===== config.mk =====
export PLATFORM = sky130hd
export DESIGN_NAME = residual_popcount_acc_flat
export DESIGN_NICKNAME = d
export VERILOG_FILES = /design/src/rtl/residual_popcount_acc_if.sv /design/src/rtl/residual_popcount_acc.sv /design/src/flat_wrapper.sv
export SDC_FILE = /design/constraint.sdc
export NUM_CORES = 1
export LEC_CHECK = 0
export ABC_AREA = 1
export CORE_MARGIN = 2
export CORE_UTILIZATION = 35
export DETAILED_ROUTE_END_ITERATION = 6
export GPL_TIMING_DRIVEN = 0
export PLACE_DENSITY = 0.55
export SLEW_MARGIN = 20
export SYNTH_ARGS = -nofsm -noshare
export SYNTH_HDL_FRONTEND = slang
export SYNTH_SLANG_ARGS = --single-unit

===== constraint.sdc =====
create_clock -name clk -period 10.7 [get_ports clk]
set_clock_uncertainty 0.15 [all_clocks]
set_input_delay 2.14 -clock clk [delete_from_list [all_inputs] [get_ports clk]]
set_output_delay 2.14 -clock clk [all_outputs]
set_load 0.005 [all_outputs]

===== src/rtl/residual_popcount_acc_if.sv =====
// Beat/result handshake bundle for residual_popcount_acc.
// The master modport is the producer/consumer side; the slave modport is the accumulator.
interface residual_popcount_acc_if #(
  parameter int LEVELS  = 2,
  parameter int SIMD    = 4,
  parameter int GAMMA_W = 8,
  parameter int ACC_W   = 16
);
  logic                        start;
  logic [LEVELS*GAMMA_W-1:0]   gamma;
  logic [LEVELS*SIMD-1:0]      in_bits;
  logic [SIMD-1:0]             w;
  logic                        in_valid;
  logic                        in_ready;
  logic [ACC_W-1:0]            out_sum;
  logic                        out_valid;
  logic                        out_ready;
  logic                        sat;
  logic                        busy;

  modport master (
    output start, gamma, in_bits, w, in_valid, out_ready,
    input  in_ready, out_sum, out_valid, sat, busy
  );

  modport slave (
    input  start, gamma, in_bits, w, in_valid, out_ready,
    output in_ready, out_sum, out_valid, sat, busy
  );
endinterface


===== src/rtl/residual_popcount_acc.sv =====
// Residual binarized dot-product accumulator: XNOR-popcount per level, gamma-scaled, folded over FOLDS beats.
// Optional feature macro SATURATE_EN: clamp the accumulator at 2^ACC_W-1 and raise a sticky sat flag.
module residual_popcount_acc #(
  parameter int LEVELS  = 2,
  parameter int SIMD    = 4,
  parameter int GAMMA_W = 8,
  parameter int ACC_W   = 16,
  parameter int FOLDS   = 4
) (
  input  logic                   clk,
  input  logic                   rst,
  residual_popcount_acc_if.slave bus
);

  localparam int PC_W   = $clog2(SIMD + 1);
  localparam int PROD_W = PC_W + GAMMA_W;
  localparam int CON_W  = PROD_W + $clog2(LEVELS + 1);
  localparam int FC_W   = (FOLDS > 1) ? $clog2(FOLDS) : 1;

  typedef enum logic [1:0] {IDLE, ACCUM, DONE} state_t;

  state_t                    state;
  logic [ACC_W-1:0]          acc;
  logic [FC_W-1:0]           fold_cnt;
  logic [LEVELS*GAMMA_W-1:0] gamma_q;

  logic [PC_W-1:0]   pc;
  logic [PROD_W-1:0] prod;
  logic [CON_W-1:0]  contrib;
  logic [ACC_W-1:0]  acc_next;
  logic              beat;
  logic              load;

  // Handshake outputs depend only on the registered state, never on inputs.
  assign bus.in_ready  = (state == ACCUM);
  assign bus.out_valid = (state == DONE);
  assign bus.busy      = (state != IDLE);
  assign bus.out_sum   = acc;

  assign beat = (state == ACCUM) && bus.in_valid;
  assign load = bus.start && ((state == IDLE) || ((state == DONE) && bus.out_ready));

  // NOTE: every variable written here gets a default first, so no latch is inferred.
  always_comb begin
    pc      = '0;
    prod    = '0;
    contrib = '0;
    for (int l = 0; l < LEVELS; l++) begin
      pc = '0;
      for (int b = 0; b < SIMD; b++)
        pc = pc + PC_W'(~(bus.in_bits[l*SIMD + b] ^ bus.w[b]));
      prod    = PROD_W'(pc) * PROD_W'(gamma_q[l*GAMMA_W +: GAMMA_W]);
      contrib = contrib + CON_W'(prod);
    end
  end

`ifdef SATURATE_EN
  localparam int SUM_W = ((ACC_W > CON_W) ? ACC_W : CON_W) + 1;

  logic [SUM_W-1:0] sum_full;
  logic             sat_hit;
  logic             sat_q;

  always_comb begin
    sum_full = SUM_W'(acc) + SUM_W'(contrib);
    sat_hit  = |sum_full[SUM_W-1:ACC_W];
    acc_next = sat_hit ? '1 : sum_full[ACC_W-1:0];
  end

  assign bus.sat = sat_q;

  always_ff @(posedge clk) begin
    if (rst || load)
      sat_q <= 1'b0;
    else if (beat && sat_hit)
      sat_q <= 1'b1;
  end
`else
  assign acc_next = acc + ACC_W'(contrib);
  assign bus.sat  = 1'b0;
`endif

  // NOTE: sequential state uses non-blocking assignments so every flop samples pre-edge values.
  always_ff @(posedge clk) begin
    if (rst) begin
      state    <= IDLE;
      acc      <= '0;
      fold_cnt <= '0;
      gamma_q  <= '0;
    end else if (load) begin
      // Covers both a fresh start from IDLE and a back-to-back restart out of DONE.
      state    <= ACCUM;
      acc      <= '0;
      fold_cnt <= '0;
      gamma_q  <= bus.gamma;
    end else begin
      case (state)
        ACCUM: begin
          if (beat) begin
            acc      <= acc_next;
            fold_cnt <= fold_cnt + FC_W'(1);
            if (fold_cnt == FC_W'(FOLDS - 1))
              state <= DONE;
          end
        end
        DONE: begin
          if (bus.out_ready)
            state <= IDLE;
        end
        default: state <= IDLE;
      endcase
    end
  end

endmodule


===== src/flat_wrapper.sv =====
// flat-port wrapper written by rule: the top's interface ports become plain ports
module residual_popcount_acc_flat 
#(
  parameter int LEVELS  = 2,
  parameter int SIMD    = 4,
  parameter int GAMMA_W = 8,
  parameter int ACC_W   = 16,
  parameter int FOLDS   = 4
)
  (clk, rst, bus_start, bus_gamma, bus_in_bits, bus_w, bus_in_valid, bus_out_ready, bus_in_ready, bus_out_sum, bus_out_valid, bus_sat, bus_busy);
  residual_popcount_acc_if #(.LEVELS(LEVELS), .SIMD(SIMD), .GAMMA_W(GAMMA_W), .ACC_W(ACC_W)) bus_i ();
  input  logic clk;
  input  logic rst;
  input wire logic [$bits(bus_i.start)-1:0] bus_start;
  input wire logic [$bits(bus_i.gamma)-1:0] bus_gamma;
  input wire logic [$bits(bus_i.in_bits)-1:0] bus_in_bits;
  input wire logic [$bits(bus_i.w)-1:0] bus_w;
  input wire logic [$bits(bus_i.in_valid)-1:0] bus_in_valid;
  input wire logic [$bits(bus_i.out_ready)-1:0] bus_out_ready;
  output wire logic [$bits(bus_i.in_ready)-1:0] bus_in_ready;
  output wire logic [$bits(bus_i.out_sum)-1:0] bus_out_sum;
  output wire logic [$bits(bus_i.out_valid)-1:0] bus_out_valid;
  output wire logic [$bits(bus_i.sat)-1:0] bus_sat;
  output wire logic [$bits(bus_i.busy)-1:0] bus_busy;
  assign bus_i.start = bus_start;
  assign bus_i.gamma = bus_gamma;
  assign bus_i.in_bits = bus_in_bits;
  assign bus_i.w = bus_w;
  assign bus_i.in_valid = bus_in_valid;
  assign bus_i.out_ready = bus_out_ready;
  assign bus_in_ready = bus_i.in_ready;
  assign bus_out_sum = bus_i.out_sum;
  assign bus_out_valid = bus_i.out_valid;
  assign bus_sat = bus_i.sat;
  assign bus_busy = bus_i.busy;
  residual_popcount_acc #(.LEVELS(LEVELS), .SIMD(SIMD), .GAMMA_W(GAMMA_W), .ACC_W(ACC_W), .FOLDS(FOLDS)) u_core (.clk(clk), .rst(rst), .bus(bus_i));
endmodule

==> results.ini, run 1 <==
[floorplan]
die_h_um = 108.6
die_w_um = 108.6
pin_count = 53
rows = 38
die-area_um2 = 11800
core-area_um2 = 10750
start_util = 0.3565

[final_layout]
drive_above_1_share = 0.04120
final_util = 0.4278
final_area_um2 = 4597
diodes = 0
nets = 728
areaGrowthSynthToFinish_pct = 19.99

[sta]
tns_ns = 0
setup_viol = 0
finalHoldViolations = 0
rsz0062_at_grt = no
slew_violations = 0
fin_crit_sh = 0.7673
fmax_ghz = 0.1218
fin_ws_ns = 2.490
fin_crit_ns = 8.210

[logic_synthesis]
synth_area_um2 = 3831
yosys-top-cells-area = dfxtp_1 (19%), nand2_1 (18%), fa_1 (17%), inv_1 (14%), ha_1 (11%)
ys_warn_count = 0
ys_ff_latch = 36
syn_avg_cell_area_um2 = 6.686
synth_cells = 573
syn_nets = 671
synth_top_area_frac = 0.1881
synth.yosys.seq_area_share = 0.1881
synth_top_area_cell = dfxtp_1
synth_cell_types = 31

[grt]
grt_pass1_wl_um = 14790
grt_max_degree = 11
overflow = 0
antenna_found_initial = 0
grt_use_total = 0.1570
grt_pass1_vias = 3413

[placed_design]
gp_congestion = 0.8218
dpl-instance-area_um2 = 4507
port_buffers = 50
post-place-ws_ns = 2.146
hpwlAfterDp_um = 6984

[run_status]
status = finished, final reports clean

[worst_setup_path]
crit_slowest_cell = fa_1
r2r-start = u_core.gamma_q[10]
cpPeakStageDelay_ns = 0.55
critPathRequiredTime_ns = 10.79
start_kind = primary input
crit_top_cell = nand2_1
r2r-end = u_core.bus.out_sum[15]
r2r_slack_ns = 5.95
crit_fanout = 8
endpoint_kind = register
worstPathArrival_ns = 8.30
reg2reg_depth = 25
crit_type = primary input to register

[route]
vias_per_cell = 4.368
wl_per_cell_um = 11.02
routed_wl_um = 8498
via_count = 3368
drt-pass1-iter-count = 4
drc_errors = 0
ant_nets = 0
drt_iter0_drc = 104

[cts]
htree_levels = 2
path_clk_slew_ns = 0.08
cts_setup_buffers = 0
cts-buffers-inserted = 5
postCtsHoldBufs = 0
cts_buffer_depth = 2
clkLatencyLatePin_ns = 0.30
cts_root_buf = clkbuf_8
cts_tree = done
cts_resized = 0
cts.sinks = 36

[hold_path]
min_path_cells = 2
worstHoldPathType = register to register
min_from = u_core.fold_cnt[1]
min_to = u_core.fold_cnt[1]

[pwr]
cellPowerDensity_nw_per_um2 = 101.6
finalPower_uw = 467.2
leakage_nw = 2.608
ir_worst_vdd_uv = 69.37

[run]
drv_cap = 0

[per-stage QoR]
stage	hold WS [ns]	instances
floorplan	0.2946	573
global placement	0.3024	763
detailed placement	0.3164	763
CTS	0.3291	771
global route	0.3524	771
finish	0.3277	771
[layer usage]
layer	track usage	vias up	wire (um)
met2	0.2817	48	3999
li1	-	1813	-
met4	0.02473	0	58
met3	0.03228	7	396
met1	0.1975	1500	4044
met5	0	-	0
[placed cells by master, fill, tap and decap left out]
cell	netlist	layout
nor2_4	1	1
nor2_2	1	1
nand2_1	183	183
a21oi_1	41	41
a31oi_1	1	1
conb_1	1	1
clkbuf_1	10	12
a22oi_1	1	1
a21o_1	1	1
clkbuf_8	0	6
xnor2_1	9	9
a21oi_2	1	1
xor2_1	9	9
dfxtp_1	36	36
nand2_2	1	1
inv_2	7	7
nand3_4	1	1
nand4_1	1	1
ha_1	33	33
fa_1	32	32
o211ai_1	4	4
nor2_1	15	15
or2_2	3	3
or2_4	1	1
nor3_1	2	2
buf_4	1	1
o21a_1	7	7
clkdlybuf4s50_1	0	50
o21ai_0	3	3
o21ai_1	1	1
inv_1	138	138
buf_2	3	3
nand3_1	25	25
[report_power, final]
part           total, mW  internal, mW  switching, mW
clock network      0.103        0.0526         0.0506
logic              0.216        0.0870          0.129
registers          0.148         0.141        0.00682
total              0.467         0.280          0.187
[state kept, by name, summed over array words and instances (netlist names)]
name / cells
u_core.fold_cnt: 2
u_core.state: 2
u_core.gamma_q: 16
u_core.bus.out_sum: 16
[how the worst max path moves through the flow]
stage,start,end,slack (ns),depth (start not counted)
after global routing,bus_w[0],u_core.bus.out_sum[15],1.99,31
final,bus_w[0],u_core.bus.out_sum[15],2.49,29
after floorplan,bus_w[0],u_core.bus.out_sum[13],3.21,29
after detailed placement,bus_w[0],u_core.bus.out_sum[15],2.15,29
after global placement,bus_w[0],u_core.bus.out_sum[15],2.23,29
after CTS,bus_w[0],u_core.bus.out_sum[15],2.46,29
[layout make-up]
type | instances | area (um2)
timing repair buffer | 50 | 500.5
inverter | 145 | 544.3
sequential | 36 | 720.7
tap | 140 | 175.2
clock buffer | 8 | 90.09
multi-input combinational | 378 | 2506
buffer | 14 | 60.06
fill | 1175 | 6148
[cells by family after synthesis]
| logic type | count (synthesis) | share of synthesized area |
|---|---|---|
| and+or+nand+nor | 234 | 0.2489 |
| buffers and inverters | 159 | 0.1577 |
| adders and majority gates | 65 | 0.2750 |
| AOI/OAI and AO/OA | 60 | 0.08818 |
| DFF | 36 | 0.1881 |
| xor gates and xnor gates | 18 | 0.04115 |
| other | 1 | 0.0009788 |
[cells in the mapped netlist (all sizes together)]
| cell | n |
|---|---|
| clkbuf | 10 |
| ha | 33 |
| or2 | 4 |
| a22oi | 1 |
| a21o | 1 |
| xor2 | 9 |
| nor2 | 17 |
| conb | 1 |
| nand3 | 26 |
| a21oi | 42 |
| nand4 | 1 |
| inv | 145 |
| buf | 4 |
| nor3 | 2 |
| o21ai | 4 |
| dfxtp | 36 |
| o211ai | 4 |
| o21a | 7 |
| nand2 | 184 |
| fa | 32 |
| a31oi | 1 |
| xnor2 | 9 |
[worst max-delay path: cells and delay by family]
family,cells,cell delay [ns]
fa+ha+maj,9,3.41
compound gates,4,0.63
simple gates,8,0.70
buf+inv,6,1.03
xor+xnor,2,0.36
Note: power is estimated with default switching activity, not from simulation.
==> run 2, diff against run 1 <==
Clock period 10.7 ns to 7.8 ns, I/O delays scaled along.
==> run 2 against run 1 <==
Total power grew 39%. Cell area rose by 0.33%. Worst setup slack got worse by 2.1 ns. First-iteration DRC count down 19%. Global-route usage unchanged. Largest power group unchanged. Critical path depth fell by 2. Flip-flop and latch count did not move. Sequential power rose by 36%. Via count decreased by 0.62%. Utilization up 0.14 points. Highest routed layer unchanged. Combinational power rose by 40%. Die area unchanged.
==> results.ini, run 2 (synthesized netlist as in run 1, its figures left out) <==
[run_status]
status = finished, final reports clean

[cts]
path_clk_slew_ns = 0.08  ; about the same
cts_root_buf = clkbuf_8
cts.sinks = 36  ; unchanged
cts_buffer_depth = 2  ; unchanged
clkLatencyLatePin_ns = 0.30  ; about the same
cts_tree = done
cts-buffers-inserted = 5  ; unchanged
htree_levels = 2  ; unchanged
postCtsHoldBufs = 0  ; unchanged

[pwr]
finalPower_uw = 647.8  ; +39%
power_frac_seq = 0.312  ; -0.004
cellPowerDensity_nw_per_um2 = 140.5  ; +38%
p_clk_frac = 0.219  ; -0.002
leakage_nw = 2.608  ; about the same
internal-power_uw = 390.6  ; +39%
combPwrFrac = 0.468  ; +0.005
p_sw_uw = 257.3  ; +38%
switching_share = 0.3971  ; -0.002910
ir_worst_vdd_uv = 95.09  ; +37%

[sta]
slew_violations = 0  ; unchanged
finalHoldViolations = 0  ; unchanged
setup_viol = 0  ; unchanged
fin_crit_sh = 0.9470
fin_crit_ns = 7.387
tns_ns = 0  ; unchanged
fmax_ghz = 0.1354
hold_ws_ns = 0.3276  ; -0.00007000 ns
rsz0062_at_grt = no

[route]
routed_wl_um = 8555  ; +0.67%
via_count = 3347  ; -0.62%
drt_iter0_drc = 84  ; -19%
vias_per_cell = 4.369  ; about the same
ant_nets = 0  ; unchanged
drc_errors = 0  ; unchanged
drt-pass1-iter-count = 4  ; unchanged
wl_per_cell_um = 11.17  ; +1.3%

[final_layout]
drive_above_1_share = 0.05112  ; +0.009914
final_cell_mix = nand2_1 (183), inv_1 (138), clkdlybuf4s50_1 (50)
num-fill-cells = 1174  ; -0.085%
diodes = 0  ; unchanged
instances_no_fill = 766  ; -0.65%
areaGrowthSynthToFinish_pct = 20.38
nets = 723  ; -0.69%
layout_commonest_cell = nand2_1
area.sequential_um2 = 720.7  ; unchanged
final_util = 0.4292  ; +0.001398
multi_input_area_um2 = 2540  ; +1.3%

[worst_setup_path]
critPathRequiredTime_ns = 7.84  ; -2.95 ns
cpPeakStageDelay_ns = 0.55  ; about the same
endpoint_kind = register
crit_buf_inv = 3  ; -3
crit_slowest_cell = fa_1
worstPathArrival_ns = 7.42  ; -0.88 ns
crit_fanout = 8  ; unchanged
start_kind = primary input
cp_top_family = adder cells
crit_type = primary input to register
crit_top_cell = nand2_1

[placed_design]
port_buffers = 50  ; unchanged
numPlacedInstances = 763  ; unchanged
gp_congestion = 0.8218  ; unchanged
hpwlAfterDp_um = 6984  ; unchanged

[grt]
overflow = 0  ; unchanged
grt_pass1_wl_um = 14790  ; unchanged
grt_max_degree = 11  ; unchanged
grt_use_total = 0.1570  ; unchanged
antenna_found_initial = 0  ; unchanged
grt_pass1_vias = 3413  ; unchanged

[run]
drv_cap = 0  ; unchanged

[floorplan]
start_util = 0.3565  ; unchanged
core-area_um2 = 10750  ; unchanged
rows = 38  ; unchanged
die_w_um = 108.6  ; unchanged
die_h_um = 108.6  ; unchanged
die-area_um2 = 11800  ; unchanged
pin_count = 53  ; unchanged

[hold_path]
worstHoldPathType = register to register

[run 2: worst paths after layout]
kind                      startpoint                endpoint  slack (ns)  cells past startpoint
hold reg to reg   u_core.fold_cnt[1]      u_core.fold_cnt[1]        0.33                      2
setup reg to reg   u_core.gamma_q[8]  u_core.bus.out_sum[15]        3.08                     22
setup / recovery            bus_w[0]  u_core.bus.out_sum[15]        0.41                     27
hold / removal    u_core.fold_cnt[1]      u_core.fold_cnt[1]        0.33                      2
[run 2: cell type report]
cell class	instances	share of cell area
plain buffers	9	0.008953
clock buffers	8	0.01953
inverters	145	0.1180
multi-input cells	378	0.5507
flip-flops and latches	36	0.1563
well taps	140	0.03798
repair buffers	50	0.1085
[run 2: worst reg2reg max path, delay by kind of cell (launching register included)]
kind,cells,cell delay [ns]
buffers and inverters,2,0.14
DFF,1,0.39
AOI/OAI and AO/OA,2,0.16
xor gates and xnor gates,1,0.16
adders and majority gates,6,2.66
and+or+nand+nor,11,0.95
[run 2: through the flow]
step | worst slack, ns | area [um2]
6_report | 0.4131 | 4612
4_1_cts | 0.1443 | 4597
2_1_floorplan | 0.8930 | 3831
5_1_grt | 0.0007088 | 4612
3_3_place_gp | -0.08732 | 4507
3_5_place_dp | -0.1737 | 4507
[run 2: routing by layer]
metal | vias up | routed length [um] | global-route usage | share of wire
met5 | - | 0 | 0 | 0
met4 | 0 | 59 | 0.02473 | 0.0069
met3 | 7 | 362 | 0.03228 | 0.042
met2 | 43 | 4052 | 0.2817 | 0.47
met1 | 1496 | 4079 | 0.1975 | 0.48
li1 | 1801 | - | - | -
[run 2: power groups by stage]
stage | sequential, mW | clock, mW | combinational (mW)
after floorplan | 0.204 | 0 | 0.214
after global placement | 0.207 | 0 | 0.293
after detailed placement | 0.207 | 0 | 0.297
after CTS | 0.202 | 0.148 | 0.301
after global routing | 0.204 | 0.154 | 0.352
final | 0.202 | 0.142 | 0.303
[run 2: timing repair]
action                     4_1_cts  5_1_grt
setup endpoints to repair        0        9
gates resized for setup          0        7
buffers inserted                 0        0
